[src/rtl/adder_pipe_n.sv]
// Pipelined WIDTH-bit adder, one SEG-bit segment per stage, with a valid/ready stream handshake.
// Optional subtract support is compiled in when ADDER_PIPE_SUB_EN is defined (adds the in_sub port).
module adder_pipe_n #(
   parameter int WIDTH  = 32,
   parameter int STAGES = 2
) (
   input  logic             clock,
   input  logic             reset,
   input  logic [WIDTH-1:0] in_1,
   input  logic [WIDTH-1:0] in_2,
   input  logic             in_valid,
   output logic             in_ready,
`ifdef ADDER_PIPE_SUB_EN
   input  logic             in_sub,
`endif
   output logic [WIDTH:0]   out_sum,
   output logic             out_valid,
   input  logic             out_ready
);

   localparam int SEG = WIDTH / STAGES;

   // Stage registers: operands still to be added, completed low segments, carry out, valid
   logic [WIDTH-1:0] a_r   [STAGES];
   logic [WIDTH-1:0] b_r   [STAGES];
   logic [WIDTH-1:0] s_r   [STAGES];
   logic             c_r   [STAGES];
   logic             v_r   [STAGES];

   logic [WIDTH-1:0] src_a_s   [STAGES];
   logic [WIDTH-1:0] src_b_s   [STAGES];
   logic [WIDTH-1:0] src_s_s   [STAGES];
   logic             src_c_s   [STAGES];
   logic             src_v_s   [STAGES];
   logic [WIDTH-1:0] nxt_s_s   [STAGES];
   logic             nxt_c_s   [STAGES];
   logic [SEG:0]     seg_sum_s [STAGES];

   logic             advance_s;
   logic             cin0_s;
   logic [WIDTH-1:0] op_b_s;

`ifdef ADDER_PIPE_SUB_EN
   // Subtraction folds into stage 0 as in_1 + ~in_2 + 1; the inverted operand rides the pipe.
   assign cin0_s = in_sub;
   assign op_b_s = in_sub ? ~in_2 : in_2;
`else
   assign cin0_s = 1'b0;
   assign op_b_s = in_2;
`endif

   // Global stall: the whole pipe moves only when the output slot is free or being drained
   assign advance_s = !out_valid || out_ready;
   assign in_ready  = advance_s;
   assign out_valid = v_r[STAGES-1];
   assign out_sum   = {c_r[STAGES-1], s_r[STAGES-1]};

   // Stage sources and per-stage segment adders
   always_comb begin
      src_a_s[0] = in_1;
      src_b_s[0] = op_b_s;
      src_s_s[0] = {WIDTH{1'b0}};
      src_c_s[0] = cin0_s;
      src_v_s[0] = in_valid;
      for (int k = 1; k < STAGES; k++) begin
         src_a_s[k] = a_r[k-1];
         src_b_s[k] = b_r[k-1];
         src_s_s[k] = s_r[k-1];
         src_c_s[k] = c_r[k-1];
         src_v_s[k] = v_r[k-1];
      end
      for (int k = 0; k < STAGES; k++) begin
         seg_sum_s[k] = {1'b0, src_a_s[k][k*SEG +: SEG]}
                      + {1'b0, src_b_s[k][k*SEG +: SEG]}
                      + {{SEG{1'b0}}, src_c_s[k]};
         nxt_s_s[k]                = src_s_s[k];
         nxt_s_s[k][k*SEG +: SEG]  = seg_sum_s[k][SEG-1:0];
         nxt_c_s[k]                = seg_sum_s[k][SEG];
      end
   end

   // Pipeline registers; data only loads with a valid token so the output holds across bubbles
   always_ff @(posedge clock) begin
      if (reset) begin
         for (int k = 0; k < STAGES; k++) begin
            v_r[k] <= 1'b0;
            a_r[k] <= {WIDTH{1'b0}};
            b_r[k] <= {WIDTH{1'b0}};
            s_r[k] <= {WIDTH{1'b0}};
            c_r[k] <= 1'b0;
         end
      end else if (advance_s) begin
         for (int k = 0; k < STAGES; k++) begin
            v_r[k] <= src_v_s[k];
            if (src_v_s[k]) begin
               a_r[k] <= src_a_s[k];
               b_r[k] <= src_b_s[k];
               s_r[k] <= nxt_s_s[k];
               c_r[k] <= nxt_c_s[k];
            end
         end
      end
   end

endmodule

[config.mk]
export PLATFORM = sky130hd
export DESIGN_NAME = adder_pipe_n
export DESIGN_NICKNAME = d
export VERILOG_FILES = /design/src/rtl/adder_pipe_n.sv
export SDC_FILE = /design/constraint.sdc
export NUM_CORES = 1
export LEC_CHECK = 0
export ABC_AREA = 1
export CELL_PAD_IN_SITES_DETAIL_PLACEMENT = 0
export CELL_PAD_IN_SITES_GLOBAL_PLACEMENT = 1
export CORE_ASPECT_RATIO = 0.8
export CORE_MARGIN = 2
export CORE_UTILIZATION = 35
export CTS_BUF_LIST = sky130_fd_sc_hd__clkbuf_8
export CTS_CLUSTER_SIZE = 16
export DETAILED_ROUTE_END_ITERATION = 10
export PLACE_DENSITY = 0.85
export SETUP_SLACK_MARGIN = 0.5
export SLEW_MARGIN = 15
export SYNTH_ARGS = -nofsm -noshare
export SYNTH_HDL_FRONTEND = slang
export SYNTH_SLANG_ARGS = --single-unit
[constraint.sdc]
create_clock -name clock -period 7.86 [get_ports clock]
set_input_delay 1.572 -clock clock [delete_from_list [all_inputs] [get_ports clock]]
set_output_delay 1.572 -clock clock [all_outputs]
set_load 0.02 [all_outputs]
### Word level (Yosys, flattened, before mapping)

Memory sizes are Yosys's and may differ from the RTL's.
Cells that the tools add are included.

| word-level totals | value |
|---|---|
| memories | 5 |
| output and inout bits | 35 |
| input bits | 68 |
| memory bits (writable) | 196 |
| word-level logic and storage cells | 43 |
| latch bits | 0 |
| ROM bits | 0 |
| flip-flop bits (word level) | 0 |

Memory list:

| name | depth | bits a word | read ports | clocked after Yosys merged registers in | write ports | line | RTL |
|---|---|---|---|---|---|---|---|
| a_r | 2 | 32 | 1 | 0 | 2 | 24 | `logic [WIDTH-1:0] a_r [STAGES];` |
| b_r | 2 | 32 | 1 | 0 | 2 | 25 | `logic [WIDTH-1:0] b_r [STAGES];` |
| s_r | 2 | 32 | 2 | 0 | 2 | 26 | `logic [WIDTH-1:0] s_r [STAGES];` |
| c_r | 2 | 1 | 2 | 0 | 2 | 27 | `logic c_r [STAGES];` |
| v_r | 2 | 1 | 2 | 0 | 2 | 28 | `logic v_r [STAGES];` |

| cells by class | value |
|---|---|
| multiplexer cells | 23 |
| shifts and indexed selects | 0 |
| add/subtract/negate cells | 3 |
| multipliers | 0 |
| reductions and logical operators | 2 |
| equal/unequal tests | 0 |
| magnitude comparators | 0 |
| bitwise logic cells | 10 |
| div/mod/pow operators | 0 |

Operators with widths:

| operator | count |
|---|---|
| $mux 32 | 6 |
| $add 16x16->17 | 2 |
| $add 17x1->17 | 1 |
| $mux 1 | 17 |
| $or 1x1->1 | 10 |
| $logic_not 1->1 | 1 |
| $logic_or 1x1->1 | 1 |

### Depth between registers and ports, before layout

Gate-level depths: netlist of the first run.
An unclocked memory read counts as a cell.

| depth | value |
|---|---|
| word-level depth | 7 |
| mapped depth | 11 |
| mapped depth without buffers | 11 |

### Least setup slack after synthesis of the first run

Ideal clock, no wire load.

| path | value |
|---|---|
| path type | in2reg |
| start | in in_valid |
| end | mem a_r[0][16], enable pin |
| library setup time | 0.523 ns |
| path buffers | 0 |
| path slack | 2.225 ns |
| required time | 7.337 ns |
| stages on the path | 2 |
| data arrival time | 5.112 ns |
| path through | inv_1 > o21ai_0 |

RTL lines:

| element | line | RTL |
|---|---|---|
| start, declared | 11 | `input logic in_valid,` |
| end, declared | 24 |  |

### Worst setup path in the final report of the first run

| path | value |
|---|---|
| start | in out_ready |
| end | out in_ready |

| on the way | value |
|---|---|
| cells in the longest elaborated chain, start to end | 1 |

Ends and longest elaborated chain:

| element | line | RTL |
|---|---|---|
| start, declared | 18 | `input logic out_ready` |
| $logic_or 1x1->1 | 53 | `assign advance_s = !out_valid \|\| out_ready;` |
| end, declared | 12 | `output logic in_ready,` |

No other way between the ends.

==> results of run 1 <==
## cell usage in the layout, fill, tap and decap left out, drive strengths merged
cell type      netlist  layout
nand3               19      19
clkdlybuf4s50        0     102
nor3                 5       5
ha                  31      31
nand3b               4       4
buf                  9       2
nor2               105     105
a211oi               1       1
and2                 2       2
o21ai               13      13
a21oi               34      34
nand2              160     160
inv                131     131
clkinv               0       3
edfxtp              84      84
clkbuf               0       9
bufinv               0       3
or2                  2       2
clkinvlp             0       1
nor3b                2       2
fa                   3       3
## synth_stat cells
cell type	n
nand2_1	158
inv_1	129
nor2_1	91
edfxtp_1	84
ha_1	31
a21oi_1	30
nand3_1	19
nor2_2	10
o21ai_0	9
buf_6	7
nor3_1	5
a21oi_2	4
nand3b_1	4
o21ai_2	4
fa_1	3
nor2_4	3
and2_1	2
inv_4	2
nor3b_1	2
a211oi_1	1
buf_2	1
buf_4	1
nand2_2	1
nand2_4	1
nor2_8	1
or2_1	1
or2_2	1
## layout make-up
class,count,area share
Clock buffer,9,0.0190
Clock inverter,7,0.0176
Inverter,131,0.0761
Multi-Input combinational cell,381,0.307
Sequential cell,84,0.387
Tap cell,184,0.0353
Timing Repair Buffer,104,0.159
## worst paths after layout
check / startpoint / endpoint / slack [ns] / cells past startpoint
worst min register to register: s_r[0][12] / s_r[0][44] / 0.54 / 2
worst max register to register: v_r[0][1] / s_r[0][56] / 5.48 / 9
worst max-delay path: out_ready / in_ready / 3.43 / 4
worst min-delay path: s_r[0][12] / s_r[0][44] / 0.54 / 2
## per-stage QoR
| stage | setup slack, ns | instance area (um2) |
|---|---|---|
| final | 3.43 | 6530 |
| after detailed placement | 3.42 | 6290 |
| after global routing | 3.38 | 6530 |
| after global placement | 3.45 | 6290 |
| after floorplan | 2.22 | 5090 |
| after CTS | 3.42 | 6530 |
## cells by family (layout without fill, tap and decap cells)
family | after synthesis | count (layout)
buffers and inverters | 140 | 251
adders and majority gates | 34 | 34
AOI/OAI and AO/OA | 48 | 48
and+or+nand+nor | 299 | 299
DFF | 84 | 84
## per-layer routing
metal	routed length, um	GRT usage	up-vias	share of wire
li1	-	-	2100	-
met1	5390	0.203	1720	0.50
met4	161	0.0566	0	0.015
met3	655	0.0340	14	0.061
met5	0	0	-	0
met2	4590	0.208	116	0.43
## power groups by stage
stage          clock network, uW  logic [uW]  registers (uW)
5_1_grt                      396         351             571
4_1_cts                      379         316             568
3_3_place_gp                   0         310             577
3_5_place_dp                   0         314             578
6_report                     371         314             566
2_1_floorplan                  0         174             602
## state kept, by name (all words and copies together) (netlist names)
| name | flops |
|---|---|
| c_r | 2 |
| a_r | 16 |
| v_r | 2 |
| s_r | 48 |
| b_r | 16 |
## worst max-delay path: cells and delay by family
family	cells	cell delay (ns)
buffers and inverters	3	1.05
AND/OR/NAND/NOR	1	0.24
==> run summary, run 1 <==
Startpoint Class: input port
hold buffers post-CTS: 0
crit path DAT: 2.86 ns
CTS tree: yes
Starting Density: 0.357
outcome: finished clean
peak supply drop: 0.0000932 V
Layout Cells excl Fill: 900
Min-Delay Path Class: reg -> reg
post_cts resized: 0
Synth Area in Adders: 0.0880
Switching Share: 0.288
fin util: 0.458
register share of total power: 0.453
diode count: 0
Die H: 112 um
TritonCTS buffer count: 9
Pre-antenna DRT Iters: 5
Post-Syn Nets: 707
footprint of the multi-input gates: 0.00200 mm2
H-Tree Depth: 3
clock skew: 0.00889 ns
most frequent CP cell: clkdlybuf4s50_1
fmax: 226 MHz
final hold slack: 0.544 ns
Yosys cell types: 27
P per Cell Area: 192 mW/mm2
Power Internal: 891 uW
DR WL/cell: 12.0 um
DRC viols: 0
initial antenna violation count: 0
Post-Syn Area: 0.00509 mm2
Clk pwr share: 0.296
largest net degree at the start of global routing: 58
Detail Route Antenna Nets: 0
XOR/XNOR Fraction of Synth Area: 0
post-synthesis sequential area ratio: 0.496
Max Root-Sink Buffers: 2
Slew @ Worst Pin: 0.885 ns
Post-Syn Instances: 605
detailed placer's ending HPWL: 7.94 mm
Tcrit/Tclk final: 0.563
final hold violations: 0
first-pass GRT wire length: 17.4 mm
post-synthesis mux area share: 0
largest family of logic cells by synthesized area: simple AND/OR/NAND/NOR gates
Design Power: 1250 uW
most area-consuming cells after synthesis: edfxtp_1 (50%), nand2_1 (12%), inv_1 (9.5%)
initial drt markers: 341
RD Place Congestion: 0.854
fill cell count: 1392
share of cells above drive strength 1: 0.0642
Clock Root Buffer: clkbuf_8
port buffer count: 102
CORE AREA: 0.0142 mm2
required time worst endpoint: 6.29 ns
Yosys top cell by area: edfxtp_1
CP Cell Sequence: clkdlybuf4s50_1 > nor2_4 > inv_4 > clkdlybuf4s50_1
area delta synth->final: 28.2%
Worst Setup Path Type: in -> out
# Post-CTS Setup Buffers: 0
Skew-Pair Late Insertion Delay: 0.37 ns
clock sink total: 84
crit path time final: 4.43 ns
syn_area_per_cell: 8.41 um2
synth warn: 0
area of the die: 0.0155 mm2
vias per std cell: 4.39
max incr delay on CP: 0.54 ns
Yosys reg bits: 84
vias: 3950
crit-path max FO: 4
RSZ-0062 raised after global routing: false
total leakage power: 0.00309 uW
slew margin rel.: 0.410
# IOs: 103
Final Max Tran Viols: 0
Slowest-stage cell, CP: clkdlybuf4s50_1
Max Cap Viol: 0
gr usage total: 0.142
row count: 39
Layout Nets: 813
via count of the first global-routing pass: 3699
Final setup viols: 0
Synth Area in Compound Gates: 0.0536
Seq. cell area: 0.00252 mm2
Worst Setup End Kind: output port
Combinational Power Share: 0.251
top cell type's share of synthesized area: 0.496
Synth Area in Simple Gates: 0.247
global route overflow: 0
Reg clk slew, reported paths: 0.07 ns
final setup TNS: 0 ns
die width: 139 um
WL final: 10.8 mm
P_sw: 361 uW
Post-Place Cells: 884
Power figures use the tool's default switching activity.
==> run 2, diff against run 1 <==
- PLACE_DENSITY: 0.85 -> 0.88
- clock period: 7.86 -> 3.8 ns (I/O delays scaled with it)
==> run 2 against run 1 <==
Against the previous run:
- largest cell class unchanged
- die area unchanged
- register-to-register slack got worse by 3.9 ns
- first-iteration DRC count decreased by 20%
- critical path depth unchanged
- clock skew increased by 0.0036 ns
- worst hold slack improved by 0.0086 ns
- non-clock buffer count increased by 3
- wire length increased by 0.88%
- highest routed layer unchanged
- sequential power increased by 110%
==> run summary, run 2 (same netlist as run 1, synthesis figures left out) <==
Die H: 112 um
Pre-antenna DRT Iters: 4
fin util: 0.460
gr usage total: 0.146
crit path DAT: 2.03 ns
Startpoint Class: input port
initial drt markers: 273
crit-path max FO: 4
diode count: 0
peak supply drop: 0.000182 V
footprint of the multi-input gates: 0.00200 mm2
row count: 39
total leakage power: 0.00311 uW
CTS tree: yes
Max Root-Sink Buffers: 2
Reg clk slew, reported paths: 0.08 ns
slew margin rel.: 0.685
Seq. cell area: 0.00252 mm2
largest net degree at the start of global routing: 34
outcome: finished clean
Switching Share: 0.286
Largest register FFs: 48
share of cells above drive strength 1: 0.0682
Tcrit/Tclk final: 0.734
P_sw: 740 uW
final hold slack: 0.552 ns
post-route setup slack: 1.01 ns
via count of the first global-routing pass: 3681
die width: 139 um
Final setup viols: 0
most frequent CP cell: clkdlybuf4s50_1
global route overflow: 0
initial antenna violation count: 0
Power Internal: 1850 uW
# IOs: 103
Layout Nets: 816
WL final: 10.9 mm
DRC viols: 0
Post-Place Cells: 887
commonest non-fill, non-tap cells in the layout: nand2_1 (158), inv_1 (130), clkdlybuf4s50_1 (102)
CP Cell Sequence: clkdlybuf4s50_1 > nor2_4 > inv_4 > clkdlybuf4s50_1
Skew-Pair Late Insertion Delay: 0.36 ns
Min-Delay Path Class: reg -> reg
RD Place Congestion: 0.890
hold buffers post-CTS: 0
Largest Register: s_r
commonest non-fill, non-tap cell in the layout: nand2_1
Combinational Power Share: 0.253
RSZ-0062 raised after global routing: false
vias per std cell: 4.37
Starting Density: 0.357
Layout Cells excl Fill: 903
area delta synth->final: 28.7%
clock skew: 0.0125 ns
first-pass GRT wire length: 18.1 mm
fmax: 359 MHz
register share of total power: 0.453
detailed placer's ending HPWL: 8.51 mm
post_cts resized: 0
DR WL/cell: 12.1 um
final hold violations: 0
H-Tree Depth: 3
fill cell count: 1430
# Post-CTS Setup Buffers: 0
CORE AREA: 0.0142 mm2
Worst Setup End Kind: output port
Clock Root Buffer: clkbuf_8
Detail Route Antenna Nets: 0
port buffer count: 102
Worst Setup Path Type: in -> out
TritonCTS buffer count: 9
P per Cell Area: 395 mW/mm2
Largest regs: s_r: 48 flops, a_r: 16 flops, b_r: 16 flops
vias: 3943
Slowest-stage cell, CP: clkdlybuf4s50_1
max incr delay on CP: 0.54 ns
Clk pwr share: 0.294
Slew @ Worst Pin: 0.473 ns
clock sink total: 84
crit path time final: 2.79 ns
Max Cap Viol: 0
Setup WS pre-CTS: 0.969 ns
Final Max Tran Viols: 0
required time worst endpoint: 3.04 ns
final setup TNS: 0 ns
area of the die: 0.0155 mm2
==> run 2: cell count changes in the layout (fill, tap and decap cells not counted), sizes merged <==
| cell | change |
|---|---|
| inv | +1 |
| buf | +3 |
| clkinvlp | -1 |
==> run 2: final timing paths <==
path | startpoint | cells past startpoint | slack, ns | endpoint
max | out_ready | 4 | 1.01 | in_ready
min | s_r[0][11] | 2 | 0.55 | s_r[0][43]
max reg2reg | c_r[0][0] | 10 | 1.57 | s_r[0][58]
min reg2reg | s_r[0][11] | 2 | 0.55 | s_r[0][43]
==> run 2: per-stage QoR <==
stage,power [uW],cell area (um2)
floorplan,1600,5090
CTS,2610,6550
finish,2590,6550
detailed placement,1850,6310
global placement,1840,6310
global route,2740,6550
==> run 2: routing by layer <==
layer,track usage,routed length (um)
met1,0.212,5360
met2,0.219,4850
met3,0.0409,648
met4,0.0343,40
met5,0,0
==> run 2: critical path, delay by kind of cell <==
kind,cells,cell delay (ns)
buffers and inverters,3,1.04
AND/OR/NAND/NOR,1,0.23
==> run 2: final cells by class <==
class | count | share of cell area
clock buffers | 9 | 0.0189
well taps | 184 | 0.0351
clock inverters | 7 | 0.0178
multi-input cells | 381 | 0.306
repair buffers | 107 | 0.162
inverters | 131 | 0.0758
flip-flops and latches | 84 | 0.385
==> run 2: power by group through the flow <==
stage	Clock [uW]	Sequential, uW	Combinational (uW)
global route	825	1180	730
global placement	0	1190	651
floorplan	0	1240	360
CTS	782	1170	658
detailed placement	0	1190	655
finish	761	1170	653
==> run 3, diff against run 2 <==
- clock period: 3.8 -> 2.38 ns (I/O delays scaled with it)
==> run 3 against run 2 <==
Against the previous run:
- count of clock-buffer cells in the layout unchanged
- via count increased by 4.2%
- die area unchanged
==> run summary, run 3 (same netlist as run 1, synthesis figures left out) <==
WL final: 11.7 mm
Tcrit/Tclk final: 0.899
port buffer count: 102
Max Root-Sink Buffers: 2
global route overflow: 0
total leakage power: 0.00325 uW
Slew @ Worst Pin: 0.442 ns
gr usage total: 0.151
RD Place Congestion: 0.870
Worst Setup Path Type: reg -> reg
P per Cell Area: 590 mW/mm2
Skew-Pair Late Insertion Delay: 0.37 ns
Worst Setup End Kind: flop
crit path time final: 2.14 ns
CORE AREA: 0.0142 mm2
clock sink total: 84
clock skew: 0.0167 ns
most frequent CP cell: nand2_2
commonest non-fill, non-tap cells in the layout: nand2_1 (137), inv_1 (127), clkdlybuf4s50_1 (93)
Min-Delay Path Class: reg -> reg
diode count: 0
Detail Route Antenna Nets: 0
TritonCTS buffer count: 9
first-pass GRT wire length: 18.5 mm
Largest regs: s_r: 48 flops, a_r: 16 flops, b_r: 16 flops
Clock Root Buffer: clkbuf_8
slew margin rel.: 0.705
Startpoint Class: flop
outcome: finished clean
Starting Density: 0.357
Max Cap Viol: 0
post-route setup slack: 0.240 ns
final setup TNS: 0 ns
crit path DAT: 2.27 ns
vias per std cell: 4.47
peak supply drop: 0.000347 V
CP Cell Sequence: fa_2 > fa_2 > nand2_2 > nand2_1 > nand3b_1 > nand2_2 > nand2_2 > nand2_2 > nor2_2 > nor2_1
Final setup viols: 0
initial antenna violation count: 0
fmax: 467 MHz
Setup WS pre-CTS: -0.0495 ns
Reg clk slew, reported paths: 0.10 ns
die width: 139 um
final hold slack: 0.542 ns
H-Tree Depth: 3
area of the die: 0.0155 mm2
met1 GRT Util: 0.218
largest net degree at the start of global routing: 33
via count of the first global-routing pass: 3825
Design Power: 4090 uW
DRC viols: 0
CTS tree: yes
vias: 4108
Die H: 112 um
# IOs: 103
DR WL/cell: 12.8 um
RSZ-0062 raised after global routing: true
crit-path max FO: 4
max incr delay on CP: 0.43 ns
share of cells above drive strength 1: 0.179
final hold violations: 0
Layout Nets: 833
Largest Register: s_r
row count: 39
required time worst endpoint: 2.51 ns
Largest register FFs: 48
commonest non-fill, non-tap cell in the layout: nand2_1
initial drt markers: 236
detailed placer's ending HPWL: 8.69 mm
area delta synth->final: 36.2%
Final Max Tran Viols: 0
Slowest-stage cell, CP: fa_2
Pre-antenna DRT Iters: 5
Top Usage Layer GRT: met2
met2 Track Usage GR: 0.225
met3 usage: 0.0357
-- run 3: cell count changes in the layout (fill, tap and decap cells not counted), moves of 7 or more --
cell	change
a21oi_1	-8
a21oi_2	+7
buf_4	+17
clkdlybuf4s50_1	-9
ha_1	-14
ha_4	+8
nand2_1	-21
nand2_2	+21
-- run 3: timing repair --
action / CTS / global route
hold buffers: 0 / 0
buffers inserted: 1 / 11
pin swaps: 7 / 23
gates resized for setup: 13 / 65
setup endpoints to repair: 16 / 25
hold endpoints to repair: 0 / 0
-- run 3: worst paths after layout --
check                           startpoint          to  slack, ns  cells after the start
worst min-delay path             s_r[0][0]  s_r[0][32]       0.54                      2
worst min register to register   s_r[0][0]  s_r[0][32]       0.54                      2
worst max-delay path             c_r[0][0]  s_r[0][58]       0.24                     10
worst max register to register   c_r[0][0]  s_r[0][58]       0.24                     10
-- run 3: metrics by stage --
stage	instances	util	cell area (um2)
CTS	909	0.463	6600
detailed placement	892	0.446	6360
global placement	892	0.446	6360
floorplan	605	-	5120
finish	920	0.486	6930
global route	920	0.486	6930
-- run 3: where the power goes --
group / switching (uW) / internal, uW / total [uW]
registers: 54.2 / 1820 / 1870
clock network: 550 / 490 / 1040
logic: 669 / 508 / 1180
-- run 3: metal layers --
metal,wire [um],vias up,part of all wire
met2,5250,89,0.45
li1,-,2140,-
met1,5860,1866,0.50
met5,0,-,0
met3,481,13,0.041
met4,153,0,0.013
-- run 3: worst max-delay path, delay by kind of cell (launching register included) --
| family | cells | cell delay [ns] |
|---|---|---|
| flip-flops | 1 | 0.42 |
| adder cells (fa/ha/maj) | 2 | 0.82 |
| AND/OR/NAND/NOR | 8 | 0.66 |
-- run 3: final cells by class --
cell class | count | area [um2]
fillers | 1384 | 7320
flip-flops and latches | 84 | 2520
clock buffers | 9 | 124
multi-input cells | 381 | 2280
inverters | 131 | 499
well taps | 184 | 230
clock inverters | 7 | 76.3
repair buffers | 124 | 1190
